===== config.mk =====
export PLATFORM = sky130hd
export DESIGN_NAME = mem_bus_sequencer
export DESIGN_NICKNAME = d
export VERILOG_FILES = /design/src/rtl/mem_bus_sequencer.sv
export SDC_FILE = /design/constraint.sdc
export NUM_CORES = 1
export LEC_CHECK = 0
export ABC_AREA = 1
export CELL_PAD_IN_SITES_DETAIL_PLACEMENT = 1
export CELL_PAD_IN_SITES_GLOBAL_PLACEMENT = 2
export CORE_MARGIN = 2
export CORE_UTILIZATION = 29
export CTS_BUF_LIST = sky130_fd_sc_hd__clkbuf_4
export DETAILED_ROUTE_END_ITERATION = 12
export PLACE_DENSITY = 0.82
export SLEW_MARGIN = 10
export SYNTH_ARGS = -nofsm -noshare
export SYNTH_HDL_FRONTEND = slang
export SYNTH_SLANG_ARGS = --single-unit

===== constraint.sdc =====
create_clock -name clk -period 2.8 [get_ports clk]
set_input_delay 0.42 -clock clk [delete_from_list [all_inputs] [get_ports clk]]
set_output_delay 0.42 -clock clk [all_outputs]
set_load 0.03 [all_outputs]

===== src/rtl/mem_bus_sequencer.sv =====
// Sequences CPU byte/word requests into T1-T4 bus cycles on the odd/even bank RAM,
// steering bytes between CPU and RAM lanes; odd-address words become two byte phases.
module mem_bus_sequencer #(
  parameter int ADDR_W      = 20,
  parameter int WAIT_STATES = 0
) (
  input  logic              clk,
  input  logic              rst,
  input  logic              req,
  input  logic              we,
  input  logic              word,
  input  logic [ADDR_W-1:0] addr,
  input  logic [15:0]       wdata,
  output logic              busy,
  output logic              ready,
  output logic [15:0]       rdata,
  output logic [ADDR_W-1:0] ADDR,
  output logic              BHE,
  output logic              A0,
  output logic              RD,
  output logic              WR,
  output logic              WRE,
  output logic [15:0]       DOUT,
  input  logic [15:0]       DIN
);

  typedef enum logic [2:0] {IDLE, T1, T2, TW, T3, T4} state_t;

  typedef struct packed {
    logic [ADDR_W-1:0] a;
    logic              bhe;
    logic              a0;
    logic [15:0]       d;
  } phase_t;

  localparam logic [2:0] WS = 3'(WAIT_STATES);

  state_t            state;
  logic              we_q;
  logic              word_q;
  logic [ADDR_W-1:0] addr_q;
  logic [15:0]       wdata_q;
  logic              second;
  logic [2:0]        wcnt;
  logic [7:0]        rlo;
  logic              split;
  phase_t            p_first;
  phase_t            p_second;

  // Bus-side address, bank selects and lane placement for one phase of an access.
  function automatic phase_t plan(input logic [ADDR_W-1:0] a, input logic wd,
                                  input logic [15:0] d, input logic sec);
    phase_t p;
    p.a   = a;
    p.bhe = 1'b1;
    p.a0  = 1'b0;
    p.d   = {8'h00, d[7:0]};
    if (wd && !a[0]) begin
      p.bhe = 1'b0;
      p.d   = d;
    end else if (wd && sec) begin
      p.a = a + ADDR_W'(1);
      p.d = {8'h00, d[15:8]};
    end else if (a[0]) begin
      p.bhe = 1'b0;
      p.a0  = 1'b1;
      p.d   = {d[7:0], 8'h00};
    end
    return p;
  endfunction

  assign split    = word_q & addr_q[0];
  assign p_first  = plan(addr, word, wdata, 1'b0);
  assign p_second = plan(addr_q, word_q, wdata_q, 1'b1);

  always_ff @(posedge clk) begin
    if (rst) begin
      state   <= IDLE;
      we_q    <= 1'b0;
      word_q  <= 1'b0;
      addr_q  <= '0;
      wdata_q <= 16'h0000;
      second  <= 1'b0;
      wcnt    <= 3'd0;
      rlo     <= 8'h00;
      busy    <= 1'b0;
      ready   <= 1'b0;
      rdata   <= 16'h0000;
      ADDR    <= '0;
      BHE     <= 1'b1;
      A0      <= 1'b1;
      RD      <= 1'b0;
      WR      <= 1'b0;
      WRE     <= 1'b0;
      DOUT    <= 16'h0000;
    end else begin
      ready <= 1'b0;
      case (state)
        IDLE: begin
          RD  <= 1'b0;
          WR  <= 1'b0;
          WRE <= 1'b0;
          BHE <= 1'b1;
          A0  <= 1'b1;
          if (req) begin
            we_q    <= we;
            word_q  <= word;
            addr_q  <= addr;
            wdata_q <= wdata;
            second  <= 1'b0;
            busy    <= 1'b1;
            ADDR    <= p_first.a;
            BHE     <= p_first.bhe;
            A0      <= p_first.a0;
            DOUT    <= p_first.d;
            state   <= T1;
          end
        end
        T1: begin
          RD    <= ~we_q;
          WR    <= we_q;
          state <= T2;
        end
        T2: begin
          if (WS != 3'd0) begin
            wcnt  <= WS - 3'd1;
            state <= TW;
          end else begin
            WRE   <= we_q;
            state <= T3;
          end
        end
        TW: begin
          if (wcnt == 3'd0) begin
            WRE   <= we_q;
            state <= T3;
          end else begin
            wcnt <= wcnt - 3'd1;
          end
        end
        T3: begin
          RD    <= 1'b0;
          WR    <= 1'b0;
          WRE   <= 1'b0;
          state <= T4;
          // The first half of a split read is parked so rdata only changes once the whole word is in.
          if (!we_q) begin
            if (word_q && !addr_q[0])  rdata <= DIN;
            else if (split && !second) rlo   <= DIN[15:8];
            else if (split)            rdata <= {DIN[7:0], rlo};
            else if (addr_q[0])        rdata <= {8'h00, DIN[15:8]};
            else                       rdata <= {8'h00, DIN[7:0]};
          end
          if (!(split && !second)) ready <= 1'b1;
        end
        T4: begin
          if (split && !second) begin
            second <= 1'b1;
            ADDR   <= p_second.a;
            BHE    <= p_second.bhe;
            A0     <= p_second.a0;
            DOUT   <= p_second.d;
            state  <= T1;
          end else begin
            busy  <= 1'b0;
            BHE   <= 1'b1;
            A0    <= 1'b1;
            state <= IDLE;
          end
        end
        default: state <= IDLE;
      endcase
    end
  end

endmodule

==> summary.md <==
| Metric | Value |
|---|---|
| Remaining DRCs | 0 |
| CTS tree | done |
| Normalized max-slew margin | 58.3% |
| Hpwl dp | 13.3 mm |
| RSZ-0062 raised after global routing | false |
| Final setup viols | 0 |
| F_max | 0.409 GHz |
| Die width | between 100 and 150 um |
| DIE AREA | between 15000 and 20000 sq um |
| Clk Tree Root Cell | clkbuf_4 |
| DRT Pass-1 Iters | 4 |
| Ys async rst share | 0% |
| Final Max Tran Viols | 0 |
| WL final | 18.5 mm |
| # IOs | 116 |
| Max Cap Viol | 0 |
| Post-DRT Antenna Nets | 0 |
| IR drop worst, VDD | 208 uV |
| Post-CTS Setup Bufs | 0 |
| Hold WC Path Type | reg -> reg |
| Slowest-stage cell, CP | nand3_1 |
| Resized cells post-CTS | 0 |
| GRT overflow | 0 |
| Type of destination of the critical path | flop |
| Synth unique cells | 34 |
| Mapped Area | 5340 sq um |
| CP Class | reg -> reg |
| Leakage | about 2.4 nW |
| Setup crit start kind | flop |
| H-tree depth | 3 |
| Final instance area | just under 7000 sq um |
| Placer Congestion | between 0.8 and 0.9 |
| Row cnt | a little under 50 |
| Clock power frac | between 20% and 30% |
| FF-to-FF path depth | 9 |
| Iter 0 DRT Violations | 283 |
| Power per cell area | 595 nW/um^2 |
| Delay of the slowest critical-path stage | 0.41 ns |
| Primary FF master, synth | dfxtp_1 |
| Area Growth Syn to Fin | 28.1% |
| Fin nets | 902 |
| Sw power | 1.52 mW |
| Number of placed instances, taps included | 1057 |
| Commonest non-fill, non-tap cell in the layout | o21ai_0 |
| Outcome | completed |
| Routed length per instance | 17.2 um |
| Setup TNS | 0 ns |
| Skew final | around 0.016 ns |
| Vias per cell | 5.14 |
| CTS buffer count | 9 |
| WP depth | 9 |
| Post-synth EDFFs | 0 |
| Total GRT Usage | 19.0% |
| Clock transition at path regs | 0.16 ns |
| Initial antenna violation count | 1 |
| Buf/Inv on CP | 3 |
| Vias in the first global route | 5910 |
| Hold_buf cts | 0 |
| Worst Max-Slew Pin Slew | 0.625 ns |
| FILL cells | ~2300 |
| Fin. Hold Viols | 0 |
| Syn Inst Count | 745 |
| Clk sinks | 112 |
| Flop pwr share | 47.0% |
| Most frequent cells in the layout | o21ai_0, clkdlybuf4s50_1, dfxtp_1 |
| Syn_area_per_cell | 7.17 sq um |
| Cell-internal power | 2.55 mW |
| Switching Fraction | ~37% |
| Min cycle time layout | 2.45 ns |
| First-pass GRT wire length | 30.5 mm |
| Placed Area | about 6700 sq um |
| Worst-path fanout max | 16 |
| Required @ worst endpoint | 3.15 ns |
| Final std cells w/o fill | 1075 |
| #FFs+latches synth | 112 |
| Crit-path cells | buf_4 -> ha_1 -> inv_1 -> nor2_4 -> inv_2 -> nor2_1 -> nand3_1 -> o21ai_0 -> a21oi_1 |
| Logic pwr share | 32.8% |
| Layout cells sized above 1 | 5.57% |
| Worst EP arrival | 2.80 ns |
| Port buffer count | about 120 |
| Post-synthesis sequential area ratio | 42.0% |
| Top Family by Delay on Critical Path | simple AND/OR/NAND/NOR gates |
| Final cycle utilization of the critical path | about 87% |
| Clk_lat worst skew | about 0.48 ns |
| Syn nets | a little over 800 |
| Initial Utilization | 29.6% |
| Synth warnings | 0 |
| Hold path depth | 2 |
| CTS max path bufs | 2 |
| Core Region | 18000 sq um |
| Via count | 5524 |
| Largest net degree at the start of global routing | 67 |
| Die Ht | 140 um |
==> synth_stat cells (5+ instances only) <==
cell,count,area share (%)
dfxtp_1,112,42
nand4_1,9,1.1
nand3_1,45,4.2
nor2_1,55,3.9
nor2_2,5,0.59
nand2_1,95,6.7
o21ai_0,125,12
o221ai_1,8,1.3
o21a_1,10,1.4
a31oi_1,19,2.2
inv_1,74,5.2
buf_2,10,0.94
o22ai_1,8,0.94
a21oi_1,92,8.6
nor3b_1,8,1.1
ha_1,6,1.4
inv_2,7,0.49
clkbuf_1,26,1.8
==> tightest hold or removal path: cells and delay by family, from the launching register on <==
kind	cells	cell delay, ns
buffers and inverters	1	0.05
flip-flops	1	0.34
AO/OA/AOI/OAI	1	0.05
==> final cells by class <==
type                    instances  area [sq um]  area share (%)
diodes                          2          5.00          0.0732
inverters                      82           308            4.50
multi-input cells             506          2580            37.8
repair buffers                128          1290            18.8
clock buffers                   9          67.6           0.988
flip-flops and latches        112          2240            32.8
well taps                     229           287            4.19
clock inverters                 7          62.6           0.914
==> flip-flops by register name, summed over array words and instances (netlist names), 3 cells and up <==
register	count
ADDR	20
addr_q	20
DOUT	16
rdata	16
wdata_q	16
rlo	8
state	3
wcnt	3
==> per-layer routing <==
layer / wire, um / track usage, % / up-vias
li1: - / - / 2717
met1: 8760 / 25.5 / 2682
met2: 8880 / 32.0 / 107
met3: 668 / 2.79 / 18
met4: 230 / 5.11 / 0
met5: 0 / 0 / -
==> per-stage QoR <==
stage / hold WS [ns] / worst slack (ns) / util, % / total power [mW]
4_1_cts: 0.478 / 0.329 / 37.9 / 4.11
2_1_floorplan: 0.424 / 0.803 / - / 2.73
3_3_place_gp: 0.438 / 0.451 / 37.2 / 3.25
3_5_place_dp: 0.441 / 0.361 / 37.2 / 3.28
5_1_grt: 0.502 / 0.0752 / 38.0 / 4.31
6_report: 0.473 / 0.354 / 38.0 / 4.07
==> power groups by stage <==
stage                     clock network [mW]  registers (mW)  logic [mW]
after floorplan                            0            2.15       0.580
after global placement                     0            1.94        1.31
after detailed placement                   0            1.94        1.34
after CTS                              0.853            1.91        1.35
after global routing                   0.913            1.94        1.45
final                                  0.825            1.91        1.34
==> final timing paths <==
path | end | start | slack [ns]
hold reg to reg | rlo[6] | rlo[6] | 0.47
hold / removal | rlo[6] | rlo[6] | 0.47
setup reg to reg | rlo[1] | addr_q[0] | 0.35
setup / recovery | rlo[1] | addr_q[0] | 0.35
==> logic make-up after synthesis <==
kind of cell,after synthesis,synth area share [%]
DFF,112,42.0
xor gates and xnor gates,4,0.656
and+or+nand+nor,226,18.8
adders and majority gates,6,1.41
buffers and inverters,127,9.79
AOI/OAI and AO/OA,270,27.4
No activity file was read; power rests on OpenSTA's default activity.
